`src/rtl/uart_pkg.sv`:
```
// Shared UART definitions: receiver state encoding, error-flag bit positions
// and the bit-period calculation used by both the receiver and the transmitter.
package uart_pkg;

    typedef enum logic [2:0] {
        IDLE,
        START,
        DATA,
        PARITY,
        STOP,
        BREAK_WAIT
    } rx_state_t;

    localparam int ERR_PARITY = 0;
    localparam int ERR_FRAME  = 1;
    localparam int ERR_BREAK  = 2;

    function automatic int clks_per_bit(input int sysclk_rate, input int baud_rate);
        return sysclk_rate / baud_rate;
    endfunction

endpackage

```
`src/rtl/uart_sync2.sv`:
```
// Two-flop synchroniser for asynchronous line inputs (Rx, CTS); the reset
// value is a parameter so idle-high lines do not look active out of reset.
module uart_sync2 #(
    parameter logic RST_VAL = 1'b1
) (
    input  logic SysClk,
    input  logic Rst_n,
    input  logic D,
    output logic Q
);

    logic meta;

    always_ff @(posedge SysClk or negedge Rst_n) begin
        if (!Rst_n) begin
            meta <= RST_VAL;
            Q    <= RST_VAL;
        end else begin
            meta <= D;
            Q    <= meta;
        end
    end

endmodule

```
`src/rtl/uart_rx_deframer.sv`:
```
// UART receive deframer: recovers start/data/parity/stop framing from the
// synchronised Rx line and presents a parallel word plus error flags.
//
// state      | meaning
// IDLE       | line idle, waiting for a low level
// START      | timing to start-bit centre, rejecting glitches
// DATA       | shifting in data bits MSB first at bit centres
// PARITY     | sampling the even-parity bit
// STOP       | sampling stop bits, then completing the frame
// BREAK_WAIT | line still low after a frame, wait for it to return high
module uart_rx_deframer
    import uart_pkg::*;
#(
    parameter int SYSCLK_RATE = 100000000,
    parameter int BAUD_RATE   = 9600,
    parameter int DATA_BITS   = 8,
    parameter int PARITY_BIT  = 1,
    parameter int STOP_BITS   = 2
) (
    input  logic                 SysClk,
    input  logic                 Rst_n,
    input  logic                 Rx,
    output logic [DATA_BITS-1:0] Data_Out,
    output logic                 Data_Rdy,
    output logic [2:0]           Rx_Error,
    output logic                 Rx_Busy
);

    localparam int CPB = clks_per_bit(SYSCLK_RATE, BAUD_RATE);
    localparam int CW  = (CPB > 1) ? $clog2(CPB) : 1;
    localparam int BW  = $clog2(DATA_BITS + 1);

    localparam logic [CW-1:0] HALF_TC   = CW'(CPB / 2 - 1);
    localparam logic [CW-1:0] BIT_TC    = CW'(CPB - 1);
    localparam logic [BW-1:0] DATA_LAST = BW'(DATA_BITS - 1);
    localparam logic [BW-1:0] STOP_LAST = BW'(STOP_BITS - 1);

    rx_state_t            state_q, state_d;
    logic                 rx_s;
    logic [CW-1:0]        baud_cnt;
    logic [BW-1:0]        bit_cnt;
    logic [DATA_BITS-1:0] shift_q;
    logic                 par_q;
    logic                 stop_err_q;
    logic                 stop_low_q;
    logic                 fin_q;
    logic                 half_hit;
    logic                 bit_hit;
    logic                 complete;
    logic                 par_err;
    logic                 brk;
    logic [2:0]           err_d;

    uart_sync2 #(.RST_VAL(1'b1)) u_sync_rx (
        .SysClk (SysClk),
        .Rst_n  (Rst_n),
        .D      (Rx),
        .Q      (rx_s)
    );

    assign half_hit = (baud_cnt == HALF_TC);
    assign bit_hit  = (baud_cnt == BIT_TC);
    assign par_err  = (PARITY_BIT != 0) && (par_q ^ (^shift_q));
    // A break is an all-zero frame including parity and every stop bit.
    assign brk      = (shift_q == '0) && !par_q && stop_low_q;

    always_ff @(posedge SysClk or negedge Rst_n) begin
        if (!Rst_n) begin
            state_q <= IDLE;
        end else begin
            state_q <= state_d;
        end
    end

    always_comb begin
        state_d  = state_q;
        complete = 1'b0;
        err_d    = '0;
        case (state_q)
            IDLE:       if (!rx_s) state_d = START;
            START:      if (half_hit) state_d = rx_s ? IDLE : DATA;
            DATA:       if (bit_hit && (bit_cnt == DATA_LAST))
                            state_d = (PARITY_BIT != 0) ? PARITY : STOP;
            PARITY:     if (bit_hit) state_d = STOP;
            STOP: begin
                if (fin_q) begin
                    complete = 1'b1;
                    state_d  = rx_s ? IDLE : BREAK_WAIT;
                end
            end
            BREAK_WAIT: if (rx_s) state_d = IDLE;
            default:    state_d = IDLE;
        endcase
        if (brk) begin
            err_d[ERR_BREAK] = 1'b1;
        end else begin
            err_d[ERR_FRAME]  = stop_err_q;
            err_d[ERR_PARITY] = par_err;
        end
    end

    always_ff @(posedge SysClk or negedge Rst_n) begin
        if (!Rst_n) begin
            baud_cnt   <= '0;
            bit_cnt    <= '0;
            shift_q    <= '0;
            par_q      <= 1'b0;
            stop_err_q <= 1'b0;
            stop_low_q <= 1'b0;
            fin_q      <= 1'b0;
            Data_Out   <= '0;
            Data_Rdy   <= 1'b0;
            Rx_Error   <= '0;
            Rx_Busy    <= 1'b0;
        end else begin
            Data_Rdy <= 1'b0;
            Rx_Busy  <= (state_d != IDLE);
            // Restarting on every state change keeps later samples at bit centres.
            baud_cnt <= ((state_d != state_q) || bit_hit) ? '0 : baud_cnt + 1'b1;

            if (state_d != state_q) begin
                bit_cnt <= '0;
            end else if (bit_hit && ((state_q == DATA) || (state_q == STOP))) begin
                bit_cnt <= bit_cnt + 1'b1;
            end

            if ((state_q == DATA) && bit_hit) begin
                shift_q <= {shift_q[DATA_BITS-2:0], rx_s};
            end
            if ((state_q == PARITY) && bit_hit) begin
                par_q <= rx_s;
            end

            if ((state_q != STOP) && (state_d == STOP)) begin
                stop_err_q <= 1'b0;
                stop_low_q <= 1'b1;
                fin_q      <= 1'b0;
            end else if ((state_q == STOP) && bit_hit && !fin_q) begin
                stop_err_q <= stop_err_q | ~rx_s;
                stop_low_q <= stop_low_q & ~rx_s;
                if (bit_cnt == STOP_LAST) fin_q <= 1'b1;
            end

            if (complete) begin
                Data_Out <= shift_q;
                Data_Rdy <= 1'b1;
                Rx_Error <= err_d;
            end
        end
    end

endmodule

```
`config.mk`:
```
export PLATFORM = sky130hd
export DESIGN_NAME = uart_rx_deframer
export DESIGN_NICKNAME = d
export VERILOG_FILES = /design/src/rtl/uart_pkg.sv /design/src/rtl/uart_sync2.sv /design/src/rtl/uart_rx_deframer.sv
export SDC_FILE = /design/constraint.sdc
export NUM_CORES = 1
export LEC_CHECK = 0
export ABC_AREA = 1
export BUFFER_PORTS_ARGS = -buffer_cell sky130_fd_sc_hd__buf_2
export CAP_MARGIN = 30
export CORE_MARGIN = 1.5
export CORE_UTILIZATION = 55
export DETAILED_ROUTE_END_ITERATION = 7
export HOLD_SLACK_MARGIN = 0.12
export PLACE_DENSITY = 0.69
export SYNTH_ARGS = -nofsm -noshare
export SYNTH_HDL_FRONTEND = slang
export SYNTH_SLANG_ARGS = --single-unit
```
`constraint.sdc`:
```
create_clock -name SysClk -period 1.87 [get_ports SysClk]
set_input_delay 0.187 -clock SysClk [delete_from_list [all_inputs] [get_ports SysClk]]
set_output_delay 0.187 -clock SysClk [all_outputs]
set_load 0.005 [all_outputs]
```
==> reports/qor.yml, run 1 <==
critical_path:
  cp.arrival_ns: 1.99
  required_ns: 2.06
  worstReg2RegEnd: "Rx_Busy$_DFF_PN0_"
  cp_max_fo: 3
  r2r-start: "baud_cnt[0]$_DFF_PN0_"
  criticalPathCategory: "reg -> reg"
  reg2reg_depth: 10
  start_kind: "flip-flop"
  end_kind: "flip-flop"
  startpoint: "baud_cnt[0]$_DFF_PN0_"
  r2r_slack_ns: 0.07
min_path:
  hp-start: "u_sync_rx.meta$_DFF_PN1_"
  hold-path-endpoint: "u_sync_rx.Q$_DFF_PN1_"
  holdCritPathClass: "reg -> reg"
  hold_depth: 0
sta:
  timing.final.crit_period_ns: 1.80
  fmax_ghz: 0.555
  setup_viol: 0
  slew_headroom: 0.613
  drv_slew: 0
  tightest_slew_ns: 0.581
  post-route-period-util: 0.963
  hold_viol: 0
  skew_ns: 0.0101
  rsz0062_at_grt: "true"
floorplan:
  start_util: 0.587
  ios: 16
  die_y_um: 69.3
  die_w_um: 69.3
  num_rows: 23
  fp.coreArea_um2: 4120
  die-area_um2: 4800
route:
  via_count: 1683
  drtIter0Drc: 66
  drt-pass1-iter-count: 4
  drt_wl_total_um: 4100
  drtAntennaViolNets: 0
  wl_per_cell_um: 11.7
  viasPerCell: 4.79
  drc_errors: 0
final_layout:
  num_antenna_cells: 0
  drive_gt1_frac: 0.229
  area_growth_syn_to_layout_pct: 13.7
  design_area_um2: 2750
  fill_cells: 373
  stdcell_count: 351
  nets: 310
clock_network:
  cts_buffers: 5
  cts.sinks: 48
  htreeDepth: 2
  worstSkewPairLatency_ns: 0.31
  tritoncts: "built"
  cts.path.max_buffers: 2
  cts-root-buf: "clkbuf_8"
  clk_pin_slew_ns: 0.09
yosys:
  yosys_warnings: 0
  ys_types: 30
  yosysSeqAreaShare: 0.498
  async_flop_share: 1.00
  ys_ff_latch: 48
  synth_common_cells: "54 x nand2_1, 46 x dfrtp_1, 33 x inv_1"
  synth_most_common_cell: "nand2_1"
  yosysTopAreaCellShare: 0.476
  synth_edf_count: 0
  synth_nets: 281
  synth.area.top_cells: "dfrtp_1 48%, nand2_1 8.4%, nor2_4 5.6%, inv_1 5.1%, nor2_1 4.4%"
  synth_area_um2: 2420
  synth_top_cell_by_area: "dfrtp_1"
  synth_ff_type: "dfrtp_1"
  post_synth.cell_area_avg_um2: 8.92
  synthCells: 271
global_routing:
  grt_pass1_wl_um: 7360
  antenna_found_initial: 0
  grt-ovfl-total: 0
  grt_max_degree: 49
  grt_usage: 0.194
  grt_pass1_vias: 1674
pwr:
  swShare: 0.213
  irDropWorstVdd_mv: 0.450
  leakage_uw: 0.00132
  power_frac_seq: 0.627
  power.internal_uw: 1310
  power.density_nw_per_um2: 605
  p_comb_frac: 0.017
  power_switching_uw: 354
  clkPwrFrac: 0.356
status:
  status: "finished clean"
placed_design:
  port_buffers: 15
  place_congestion: 0.812
  placed_area_um2: 2570
  dpl.hpwl_um: 2910
  dp_cells: 336
run:
  maxCapViolations: 0
==> sequential cells by signal, indices dropped and copies added, names as in the netlist <==
name and count:
stop_err_q 1, state_q 3, bit_cnt 4, stop_low_q 1, Rx_Busy 1, Data_Rdy 1, u_sync_rx.meta 1, fin_q 1
Rx_Error 3, u_sync_rx.Q 1, shift_q 8, baud_cnt 14, par_q 1, Data_Out 8
==> kinds of logic (layout without fill, tap and decap cells) <==
group,count (synthesis),in the layout,share of synthesized area
simple gates,125,125,0.268
flops,48,48,0.498
buf+inv,44,74,0.0730
compound gates,33,33,0.0735
xor+xnor,14,14,0.0508
fa+ha+maj,7,7,0.0362
==> what timing repair did <==
action | CTS | global route
setup buffers | 0 | 4
endpoints found under the hold margin | 47 | 0
hold buffers | 2 | 0
setup endpoints to repair | 0 | 19
resized for setup | 0 | 7
==> worst max-delay path: stages, from the launching register on <==
cell     delay [ns]
dfrtp_1        0.38
ha_2           0.20
nand2_2        0.06
inv_2          0.06
nand2_2        0.04
nor2_1         0.10
nand2_1        0.10
a21oi_2        0.18
nand3_2        0.11
buf_4          0.14
or3_1          0.33
==> cell type report <==
type | count | area [um2] | share of cell area
clock buffer | 6 | 72.6 | 0.0264
clock inverter | 2 | 12.5 | 0.00456
inverter | 41 | 154 | 0.0560
multi-input combinational | 179 | 1060 | 0.385
sequential | 48 | 1200 | 0.438
tap | 50 | 62.6 | 0.0228
timing repair buffer | 25 | 185 | 0.0674
==> power by group through the flow <==
stage	Sequential, uW	Clock [uW]	Combinational [uW]
6_report	1040	592	27.8
2_1_floorplan	1060	0	2.12
5_1_grt	1040	652	33.4
3_3_place_gp	1060	0	26.4
4_1_cts	1040	611	29.7
3_5_place_dp	1060	0	26.5
==> routing by layer <==
metal / wire (um) / track usage / share of wire / up-vias
met5: 0 / 0 / 0 / -
met2: 1810 / 0.296 / 0.44 / 17
met4: 90 / 0.0980 / 0.022 / 0
met3: 99 / 0.0349 / 0.024 / 7
met1: 2100 / 0.266 / 0.51 / 750
li1: - / - / - / 909
==> worst max path at each step <==
stage | endpoint | slack (ns) | depth (start not counted)
2_1_floorplan | baud_cnt[8]$_DFF_PN0_ | 0.14 | 13
3_5_place_dp | baud_cnt[2]$_DFF_PN0_ | 0.03 | 13
6_report | Rx_Busy$_DFF_PN0_ | 0.07 | 10
3_3_place_gp | baud_cnt[0]$_DFF_PN0_ | 0.09 | 13
4_1_cts | baud_cnt[1]$_DFF_PN0_ | 0.02 | 13
5_1_grt | baud_cnt[5]$_DFF_PN0_ | -0.1 | 12
==> through the flow <==
stage / hold WS, ns / setup WS, ns / utilization / power (uW) / TNS [ns]
after floorplan: -0.109 / 0.143 / - / 1070 / 0
after global placement: 0.296 / 0.0883 / 0.624 / 1090 / 0
after detailed placement: 0.294 / 0.0311 / 0.624 / 1090 / 0
after CTS: 0.360 / 0.0228 / 0.649 / 1680 / 0
after global routing: 0.363 / -0.0958 / 0.667 / 1730 / -1.24
final: 0.359 / 0.0694 / 0.667 / 1660 / 0
==> layout by cell type, fill, tap and decap left out, drive strengths merged <==
| cell type | count |
|---|---|
| dfrtp | 46 |
| or2 | 1 |
| inv | 40 |
| clkinv | 2 |
| dlygate4sd3 | 2 |
| o21bai | 2 |
| nor3 | 2 |
| or3 | 1 |
| xor2 | 9 |
| a21oi | 6 |
| buf | 22 |
| clkinvlp | 1 |
| o21a | 1 |
| clkbuf | 7 |
| o22ai | 1 |
| xnor2 | 5 |
| nand3 | 13 |
| nand2 | 59 |
| o21ai | 23 |
| nand4 | 6 |
| ha | 7 |
| dfstp | 2 |
| nor2 | 43 |
Note: power is estimated with default switching activity, not from simulation.
==> run 2: changes to the inputs <==
PLACE_DENSITY = 0.85   (was 0.69)
RECOVER_POWER = 50   (was not set)
==> reports/qor.yml, run 2 (synthesized netlist as in run 1, its figures left out) <==
status:
  status: "finished with violations"  # was finished clean
  violations: "setup timing"
final_layout:
  nets: 312  # was 310
  drive_gt1_frac: 0.257  # was 0.229
  regMostFlops: "baud_cnt"  # unchanged
  fill_cells: 302  # was 373
  largest_reg_flops: 14  # unchanged
  area_growth_syn_to_layout_pct: 17.8  # was 13.7%
  fin_util: 0.692  # was 0.667
  final_cell_mix: "50 x nand2_1, 46 x dfrtp_1, 32 x inv_1"  # was 51 x nand2_1, 46 x dfrtp_1, 33 x inv_1
  num_antenna_cells: 0  # unchanged
  stdcell_count: 353  # was 351
  layout_commonest_cell: "nand2_1"  # unchanged
  reg_top3: "baud_cnt: 14 flops, Data_Out: 8 flops, shift_q: 8 flops"  # unchanged
route:
  drtAntennaViolNets: 0  # unchanged
  viasPerCell: 5.22  # was 4.79
  drc_errors: 0  # unchanged
  via_count: 1842  # was 1,683
  drt_wl_total_um: 4650  # was 4100 um
  drt-pass1-iter-count: 5  # was 4
  wl_per_cell_um: 13.2  # was 11.7 um
  drtIter0Drc: 174  # was 66
min_path:
  holdCritPathClass: "reg -> reg"  # unchanged
sta:
  setup_tns_ns: -0.0195  # was 0 ns
  skew_ns: 0.0145  # was 0.0101 ns
  setup_viol: 3  # was 0
  post-route-period-util: 1.01  # was 0.963
  hold_viol: 0  # unchanged
  slew_headroom: 0.199  # was 0.613
  tightest_slew_ns: 1.20  # was 0.581 ns
  timing.final.crit_period_ns: 1.88  # was 1.80 ns
  finalWorstSetupSlack_ns: -0.0119  # was 0.0694 ns
  fmax_ghz: 0.531  # was 0.555 GHz
  drv_slew: 0  # unchanged
  rsz0062_at_grt: "true"  # unchanged
pwr:
  irDropWorstVdd_mv: 0.446  # was 0.450 mV
  p_comb_frac: 0.019  # was 0.017
  power_switching_uw: 396  # was 354 uW
  clkPwrFrac: 0.418  # was 0.356
  swShare: 0.214  # was 0.213
  power.internal_uw: 1460  # was 1310 uW
  power_frac_seq: 0.563  # was 0.627
  power.density_nw_per_um2: 651  # was 605 nW/um2
  leakage_uw: 0.00137  # was 0.00132 uW
placed_design:
  dp_cells: 337  # was 336
  place_congestion: 0.849  # was 0.812
  dpl.hpwl_um: 3030  # was 2910 um
  port_buffers: 15  # unchanged
clock_network:
  worstSkewPairLatency_ns: 0.31  # about the same
  cts.path.max_buffers: 2  # unchanged
  clk_pin_slew_ns: 0.10  # was 0.09 ns
  tritoncts: "built"  # unchanged
  htreeDepth: 2  # unchanged
  cts.sinks: 48  # unchanged
  cts_buffers: 5  # unchanged
  cts-root-buf: "clkbuf_8"  # unchanged
run:
  maxCapViolations: 0  # unchanged
floorplan:
  num_rows: 23  # unchanged
  die_y_um: 69.3  # unchanged
  fp.coreArea_um2: 4120  # unchanged
  die_w_um: 69.3  # unchanged
  ios: 16  # unchanged
  die-area_um2: 4800  # unchanged
  start_util: 0.587  # unchanged
global_routing:
  grt_max_degree: 28  # was 49
  grt-ovfl-total: 0  # unchanged
  grt_usage: 0.201  # was 0.194
  grt_pass1_vias: 1763  # was 1,674
  antenna_found_initial: 0  # unchanged
  grt_pass1_wl_um: 7850  # was 7360 um
critical_path:
  required_ns: 2.06  # about the same
  cp_max_fo: 7  # was 3
  start_kind: "flip-flop"  # unchanged
  end_kind: "flip-flop"  # unchanged
  criticalPathCategory: "reg -> reg"  # unchanged
  cp.arrival_ns: 2.07  # was 1.99 ns
[run 2: worst paths after layout]
kind	startpoint	to	slack (ns)	cells after the start
setup / recovery	baud_cnt[0]$_DFF_PN0_	baud_cnt[8]$_DFF_PN0_	-0.01	11
hold / removal	u_sync_rx.meta$_DFF_PN1_	u_sync_rx.Q$_DFF_PN1_	0.35	0
setup reg to reg	baud_cnt[0]$_DFF_PN0_	baud_cnt[8]$_DFF_PN0_	-0.01	11
hold reg to reg	u_sync_rx.meta$_DFF_PN1_	u_sync_rx.Q$_DFF_PN1_	0.35	0
max in group asynchronous	Rst_n	u_sync_rx.meta$_DFF_PN1_	0.43	3
min in group asynchronous	Rst_n	Data_Out[2]$_DFFE_PN0P_	0.63	2
[run 2: what timing repair did]
| action | 4_1_cts | 5_1_grt |
|---|---|---|
| setup buffers | 0 | 5 |
| resized for setup | 0 | 20 |
| hold buffers | 2 | 0 |
| hold endpoints to repair | 22 | 0 |
| setup endpoints to repair | 0 | 18 |
[run 2: power by group through the flow]
stage	logic (uW)	clock network (uW)	registers, uW
final	35.2	773	1040
after global routing	41.5	821	1040
after CTS	33.0	786	1040
after detailed placement	30.0	0	1060
after global placement	29.6	0	1060
after floorplan	2.12	0	1060
[run 2: critical path, cell delays in order, from the launching register on]
cell,delay (ns)
dfrtp_1,0.39
ha_2,0.20
nand2_2,0.05
inv_2,0.06
nand2_2,0.05
nor2_2,0.11
nand2_1,0.10
a21oi_2,0.19
nand4_1,0.19
nand4_4,0.17
clkbuf_16,0.19
nor2_4,0.03
[run 2: per-layer routing]
metal,vias to the layer above,global-route usage,part of all wire
met5,-,0,0
met1,890,0.258,0.44
li1,914,-,-
met4,0,0.0741,0.021
met2,27,0.334,0.52
met3,11,0.0451,0.021
[run 2: area by class of cell]
class	instances	area, um2	area share
repair buffers	27	211	0.0743
clock buffers	5	68.8	0.0242
clock inverters	3	47.5	0.0167
well taps	50	62.6	0.0220
multi-input cells	179	1100	0.385
inverters	41	156	0.0549
flip-flops and latches	48	1200	0.423
[run 2: per-stage QoR]
| step | total power [uW] | area (um2) | worst slack (ns) | hold WS, ns |
|---|---|---|---|---|
| 2_1_floorplan | 1070 | 2420 | 0.143 | -0.109 |
| 3_3_place_gp | 1090 | 2590 | 0.0897 | 0.185 |
| 3_5_place_dp | 1090 | 2590 | 0.0489 | 0.185 |
| 4_1_cts | 1860 | 2720 | 0.00851 | 0.353 |
| 5_1_grt | 1910 | 2850 | -0.127 | 0.351 |
| 6_report | 1850 | 2850 | -0.0119 | 0.347 |
